File: src/rtl/cpu_pkg.sv
// Shared CPU definitions: opcode encodings, instruction field positions and the
// fetch-stage state encoding.
package cpu_pkg;

    localparam logic [2:0] OP_NOOP   = 3'b000;
    localparam logic [2:0] OP_J      = 3'b001;
    localparam logic [2:0] OP_ADD    = 3'b010;
    localparam logic [2:0] OP_BEQ    = 3'b011;
    localparam logic [2:0] OP_SHIFTL = 3'b100;
    localparam logic [2:0] OP_ADDI   = 3'b110;
    localparam logic [2:0] OP_SUBI   = 3'b111;

    localparam int OPC_MSB   = 31;
    localparam int OPC_LSB   = 29;
    localparam int RS_MSB    = 28;
    localparam int RS_LSB    = 24;
    localparam int RT_MSB    = 23;
    localparam int RT_LSB    = 19;
    localparam int RD_MSB    = 18;
    localparam int RD_LSB    = 14;
    localparam int IMM16_MSB = 15;
    localparam int IMM16_LSB = 0;
    localparam int JTGT_MSB  = 11;
    localparam int JTGT_LSB  = 0;

    typedef enum logic [1:0] {
        BOOT   = 2'd0,
        RUN    = 2'd1,
        HALTED = 2'd2
    } fetch_state_t;

    function automatic logic [2:0] opcode_of(input logic [31:0] instr);
        return instr[OPC_MSB:OPC_LSB];
    endfunction

    function automatic logic is_jump(input logic [31:0] instr);
        return opcode_of(instr) == OP_J;
    endfunction

endpackage

File: src/rtl/fetch_next_pc.sv
// Next program-counter selection for the fetch stage: redirect, local J resolution,
// sequential increment, or hold.
module fetch_next_pc
    import cpu_pkg::*;
#(
    parameter int JMP_TGT_W = 12
) (
    input  logic [31:0] pc,
    input  logic [31:0] imem_instr,
    input  logic        redirect_valid,
    input  logic [31:0] redirect_pc,
    input  logic        cap,
    output logic [31:0] pc_next
);

    logic [31:0] jump_tgt_s;
    logic        unused_instr_s;

    assign jump_tgt_s     = 32'(imem_instr[JMP_TGT_W-1:0]);
    assign unused_instr_s = ^imem_instr;

    // Redirect has priority; a captured J jumps, any other captured word steps by one.
    always_comb begin
        pc_next = pc;
        if (redirect_valid) begin
            pc_next = redirect_pc;
        end else if (cap) begin
            if (is_jump(imem_instr)) begin
                pc_next = jump_tgt_s;
            end else begin
                pc_next = pc + 32'd1;
            end
        end else begin
            pc_next = pc;
        end
    end

endmodule

File: src/rtl/fetch_unit.sv
// Instruction-fetch stage: owns the PC, addresses instruction memory and holds the
// IF/ID register behind a valid/ready handshake toward decode.
module fetch_unit
    import cpu_pkg::*;
#(
    parameter logic [31:0] RESET_PC  = 32'd0,
    parameter int          JMP_TGT_W = 12
) (
    input  logic        clk,
    input  logic        reset,
    output logic [31:0] imem_addr,
    input  logic [31:0] imem_instr,
    input  logic        redirect_valid,
    input  logic [31:0] redirect_pc,
    input  logic        halt_req,
    output logic        out_valid,
    input  logic        out_ready,
    output logic [31:0] out_instr,
    output logic [31:0] out_pc,
    output logic [31:0] fetch_count
);

    fetch_state_t state_r;
    fetch_state_t state_next_s;
    logic [31:0]  pc_r;
    logic [31:0]  pc_next_s;
    logic         out_valid_r;
    logic [31:0]  out_instr_r;
    logic [31:0]  out_pc_r;
    logic [31:0]  fetch_count_r;
    logic         cap_s;

    assign imem_addr   = pc_r;
    assign out_valid   = out_valid_r;
    assign out_instr   = out_instr_r;
    assign out_pc      = out_pc_r;
    assign fetch_count = fetch_count_r;

    // Capture only while running, not being flushed, and with room in IF/ID.
    assign cap_s = (state_r == RUN) && !redirect_valid && (!out_valid_r || out_ready);

    fetch_next_pc #(
        .JMP_TGT_W(JMP_TGT_W)
    ) u_next_pc (
        .pc            (pc_r),
        .imem_instr    (imem_instr),
        .redirect_valid(redirect_valid),
        .redirect_pc   (redirect_pc),
        .cap           (cap_s),
        .pc_next       (pc_next_s)
    );

    // Fetch FSM next state; a redirect always lands in RUN, halt only leaves RUN.
    always_comb begin
        state_next_s = state_r;
        case (state_r)
            BOOT: begin
                state_next_s = RUN;
            end
            RUN: begin
                if (redirect_valid) begin
                    state_next_s = RUN;
                end else if (halt_req) begin
                    state_next_s = HALTED;
                end else begin
                    state_next_s = RUN;
                end
            end
            HALTED: begin
                if (redirect_valid) begin
                    state_next_s = RUN;
                end else begin
                    state_next_s = HALTED;
                end
            end
            default: begin
                state_next_s = BOOT;
            end
        endcase
    end

    // State, PC, IF/ID register and capture counter.
    always_ff @(posedge clk) begin
        if (reset) begin
            state_r       <= BOOT;
            pc_r          <= RESET_PC;
            out_valid_r   <= 1'b0;
            out_instr_r   <= 32'd0;
            out_pc_r      <= 32'd0;
            fetch_count_r <= 32'd0;
        end else begin
            state_r <= state_next_s;
            pc_r    <= pc_next_s;
            if (redirect_valid) begin
                out_valid_r <= 1'b0;
            end else if (cap_s) begin
                out_valid_r   <= 1'b1;
                out_instr_r   <= imem_instr;
                out_pc_r      <= pc_r;
                fetch_count_r <= fetch_count_r + 32'd1;
            end else if (out_valid_r && out_ready) begin
                out_valid_r <= 1'b0;
            end else begin
                out_valid_r <= out_valid_r;
            end
        end
    end

endmodule

File: config.mk
export PLATFORM = sky130hd
export DESIGN_NAME = fetch_unit
export DESIGN_NICKNAME = d
export VERILOG_FILES = /design/src/rtl/cpu_pkg.sv /design/src/rtl/fetch_next_pc.sv /design/src/rtl/fetch_unit.sv
export SDC_FILE = /design/constraint.sdc
export NUM_CORES = 1
export LEC_CHECK = 0
export ABC_AREA = 1
export BUFFER_PORTS_ARGS = -buffer_cell sky130_fd_sc_hd__buf_2
export CORE_AREA = 4 4 157 159
export DETAILED_ROUTE_END_ITERATION = 8
export DIE_AREA = 0 0 161 163
export PLACE_DENSITY = 0.62
export SYNTH_ARGS = -nofsm -noshare
export SYNTH_HDL_FRONTEND = slang
export SYNTH_SLANG_ARGS = --single-unit
File: constraint.sdc
create_clock -name clk -period 1.4 [get_ports clk]
set_input_delay 0.07 -clock clk [delete_from_list [all_inputs] [get_ports clk]]
set_output_delay 0.07 -clock clk [all_outputs]
set_load 0.01 [all_outputs]
==> results.sh <==
export IMPL_crit_top_cell="nor2_4"
export IMPL_clock_sinks=131
export IMPL_hold_viol=0
export IMPL_crit_path_max_fanout=6
export IMPL_synthesis_area_um2=6654
export IMPL_synthFlopType="dfxtp_1"
export IMPL_power_uw=10770
export IMPL_synth_cells=1001
export IMPL_drv_cap=0
export IMPL_power_internal_uw=7855
export IMPL_yosysSeqAreaShare_pct=39.41
export IMPL_post_dp_hpwl_um=17990
export IMPL_clkPwrFrac_pct=45.2
export IMPL_synth_common_cells="nand2_1 (225), nor2_1 (152), dfxtp_1 (131), o21ai_0 (111), inv_1 (102)"
export IMPL_dpl_worst_slack_ps=-180.6
export IMPL_async_flop_share_pct=0
export IMPL_overflow=0
export IMPL_totalWireLength_um=27130
export IMPL_rsz0062_at_grt="true"
export IMPL_r2r_start="imem_addr[1]$_SDFFE_PP0P_"
export IMPL_cts_buffers=17
export IMPL_synth_area_leaders="dfxtp_1 (39%), nand2_1 (13%), nor2_1 (8.6%)"
export IMPL_core_um2=23260
export IMPL_antenna_found_initial=0
export IMPL_p_comb_share_pct=17.0
export IMPL_slew_headroom_pct=74.16
export IMPL_start_util_pct=28.60
export IMPL_yosys_area_top_type="dfxtp_1"
export IMPL_setup_worst_path_class="flop to flop"
export IMPL_place_congestion=0.8762
export IMPL_crit_buf_inv=1
export IMPL_drc=0
export IMPL_grt_total_usage_pct=18.58
export IMPL_yosysMostFrequentCell="nand2_1"
export IMPL_wl_per_cell_um=15.93
export IMPL_rows=56
export IMPL_drtIter0Drc=489
export IMPL_period_needed_ps=1508
export IMPL_num_io_pins=198
export IMPL_synthMuxAreaShare_pct=0
export IMPL_ys_ff_latch=131
export IMPL_worst_slew_pin_transition_ps=387.5
export IMPL_crit_chain="ha_4, nand2_4, nor2_4, nand3_4, nor2_4, buf_6, nand3_2, nand3_1, a21oi_1"
export IMPL_report_final_slew_viol_count=0
export IMPL_violations="setup timing"
export IMPL_grt_pass1_wl_um=39030
export IMPL_slowest_delay_ps=360
export IMPL_hp_start="redirect_pc[23]"
export IMPL_htree_num_levels=4
export IMPL_endpoint_kind="flop"
export IMPL_clock_skew_ps=10.24
export IMPL_die_area_um2=26240
export IMPL_synth_edf_count=0
export IMPL_finalSetupViolCount=22
export IMPL_startpoint_type="flop"
export IMPL_clk_pin_slew_ps=60
export IMPL_synth_top_family_by_area="simple AND/OR/NAND/NOR gates"
export IMPL_ant_nets=0
export IMPL_synth_xor_area_share_pct=1.185
export IMPL_cts_tree="done"
export IMPL_avgSynthCellArea_um2=6.647
export IMPL_slowest_stage="dfxtp_4"
export IMPL_area_growth_pct=66.98
export IMPL_peakVddDrop_mv=0.6276
export IMPL_grt_max_degree=58
export IMPL_cts_root_buf="clkbuf_16"
export IMPL_arrival_ps=1800
export IMPL_clk_latency_ps=420
export IMPL_synth_cell_types=35
export IMPL_synth_compound_area_share_pct=17.17
export IMPL_worstHoldPathType="input port to flop"
export IMPL_required_ps=1700
export IMPL_n_antenna_cell=0
export IMPL_synth_fa_ha_area_share_pct=0.3761
export IMPL_critical_path_top_delay_family="simple AND/OR/NAND/NOR gates"
export IMPL_fin_ws_ps=-108.1
export IMPL_status="complete, but fails checks"
export IMPL_port_buffers=197
export IMPL_die_w_um=161
export IMPL_critPathLaunch="imem_addr[1]$_SDFFE_PP0P_"
export IMPL_viasPerCell=4.788
export IMPL_syn_num_nets=1072
export IMPL_dieHeight_um=163
export IMPL_grt_pass1_vias=7447
export IMPL_clock_fmax_mhz=663.1
export IMPL_synth_simple_area_share_pct=32.23
export IMPL_synth_top_area_share_pct=39.41
export IMPL_netSwitchingFraction_pct=27.08
export IMPL_switching_power_uw=2917
export IMPL_synth_warning_count=0
export IMPL_clock_path_buffers=2
export IMPL_final_period_utilization_pct=107.7
export IMPL_layout_drive_gt1_share_pct=41.40
export IMPL_p_leak_uw=0.004861
export IMPL_nNetsFinal=1442
export IMPL_power_density_nw_per_um2=969.5
export IMPL_setup_tns_ps=-1013
export IMPL_pwr_share_seq_pct=37.9
export IMPL_vias=8154
export IMPL_drt_pass1_iterations=5
==> tightest hold or removal path: cells and delay by family <==
kind / cells / cell delay (ps)
AO/OA/AOI/OAI: 2 / 100
AND/OR/NAND/NOR: 1 / 50
buffers and inverters: 2 / 150
==> registers in the layout (all words and copies together), names as in the netlist <==
name and count:
fetch_count 32, imem_addr 32, out_instr 32, out_pc 32, state_r 2, out_valid 1
==> final timing paths <==
kind         slack (ps)  depth (start not counted)                          to
min                   3                          5  imem_addr[23]$_SDFFE_PP0P_
min reg2reg         480                          2  out_instr[30]$_SDFFE_PP0P_
max reg2reg        -110                          9  imem_addr[30]$_SDFFE_PP0P_
max                -110                          9  imem_addr[30]$_SDFFE_PP0P_
==> placed cells by master, fill, tap and decap left out, types with 31 or more instances in the layout <==
cell             n
buf_2          197
nand2_1        193
buf_4          112
nor2_1         108
inv_1           94
dfxtp_1         90
a21oi_1         84
o21ai_0         83
dlygate4sd3_1   47
nand3_1         42
nor2_2          31
==> metal layers <==
metal	vias up	part of all wire, %	routed length, um	track usage [%]
met1	3795	41	11200	23.45
met3	36	7.4	2021	4.556
met5	-	0	0	0
met4	0	2.1	574	5.002
met2	318	49	13340	31.79
li1	4005	-	-	-
==> cell type report <==
cell class / instances / area, um^2
Multi-Input combinational cell: 722 / 4014
Timing Repair Buffer: 390 / 2909
Fill cell: 2264 / 12150
Clock buffer: 19 / 454.2
Sequential cell: 131 / 2706
Clock inverter: 13 / 180.2
Tap cell: 319 / 399.1
Inverter: 107 / 422.9
Timing Repair inverter: 2 / 25.02
==> stage by stage <==
| step | hold slack [ps] | instances | util [%] | cell area (um^2) |
|---|---|---|---|---|
| finish | 3.041 | 1703 | 47.76 | 11110 |
| global route | 4.923 | 1703 | 47.76 | 11110 |
| CTS | 2.282 | 1671 | 43.55 | 10130 |
| detailed placement | 327.4 | 1583 | 37.51 | 8726 |
| global placement | 319.9 | 1583 | 37.51 | 8726 |
| floorplan | 213.2 | 1001 | - | 6701 |
==> what timing repair did <==
item                                   4_1_cts  5_1_grt
gates resized for setup                     70      198
cloned                                       2       11
hold buffers                                46        1
setup endpoints to repair                   85      107
pin swaps                                   21       51
buffers inserted                             8       20
endpoints found under the hold margin       45        1
==> power groups by stage <==
stage	Combinational (uW)	Sequential [uW]	Clock, uW
2_1_floorplan	585	4250	0
3_3_place_gp	1360	4140	0
3_5_place_dp	1370	4140	0
4_1_cts	1560	4070	4950
5_1_grt	1980	4100	5120
6_report	1830	4080	4870
==> kinds of logic (layout without fill, tap and decap cells) <==
kind of cell / Yosys count / in the layout
AND/OR/NAND/NOR: 489 / 490
AO/OA/AOI/OAI: 221 / 221
buffers and inverters: 149 / 531
flip-flops: 131 / 131
XOR/XNOR: 9 / 9
adder cells (fa/ha/maj): 2 / 2
Power figures use the tool's default switching activity.
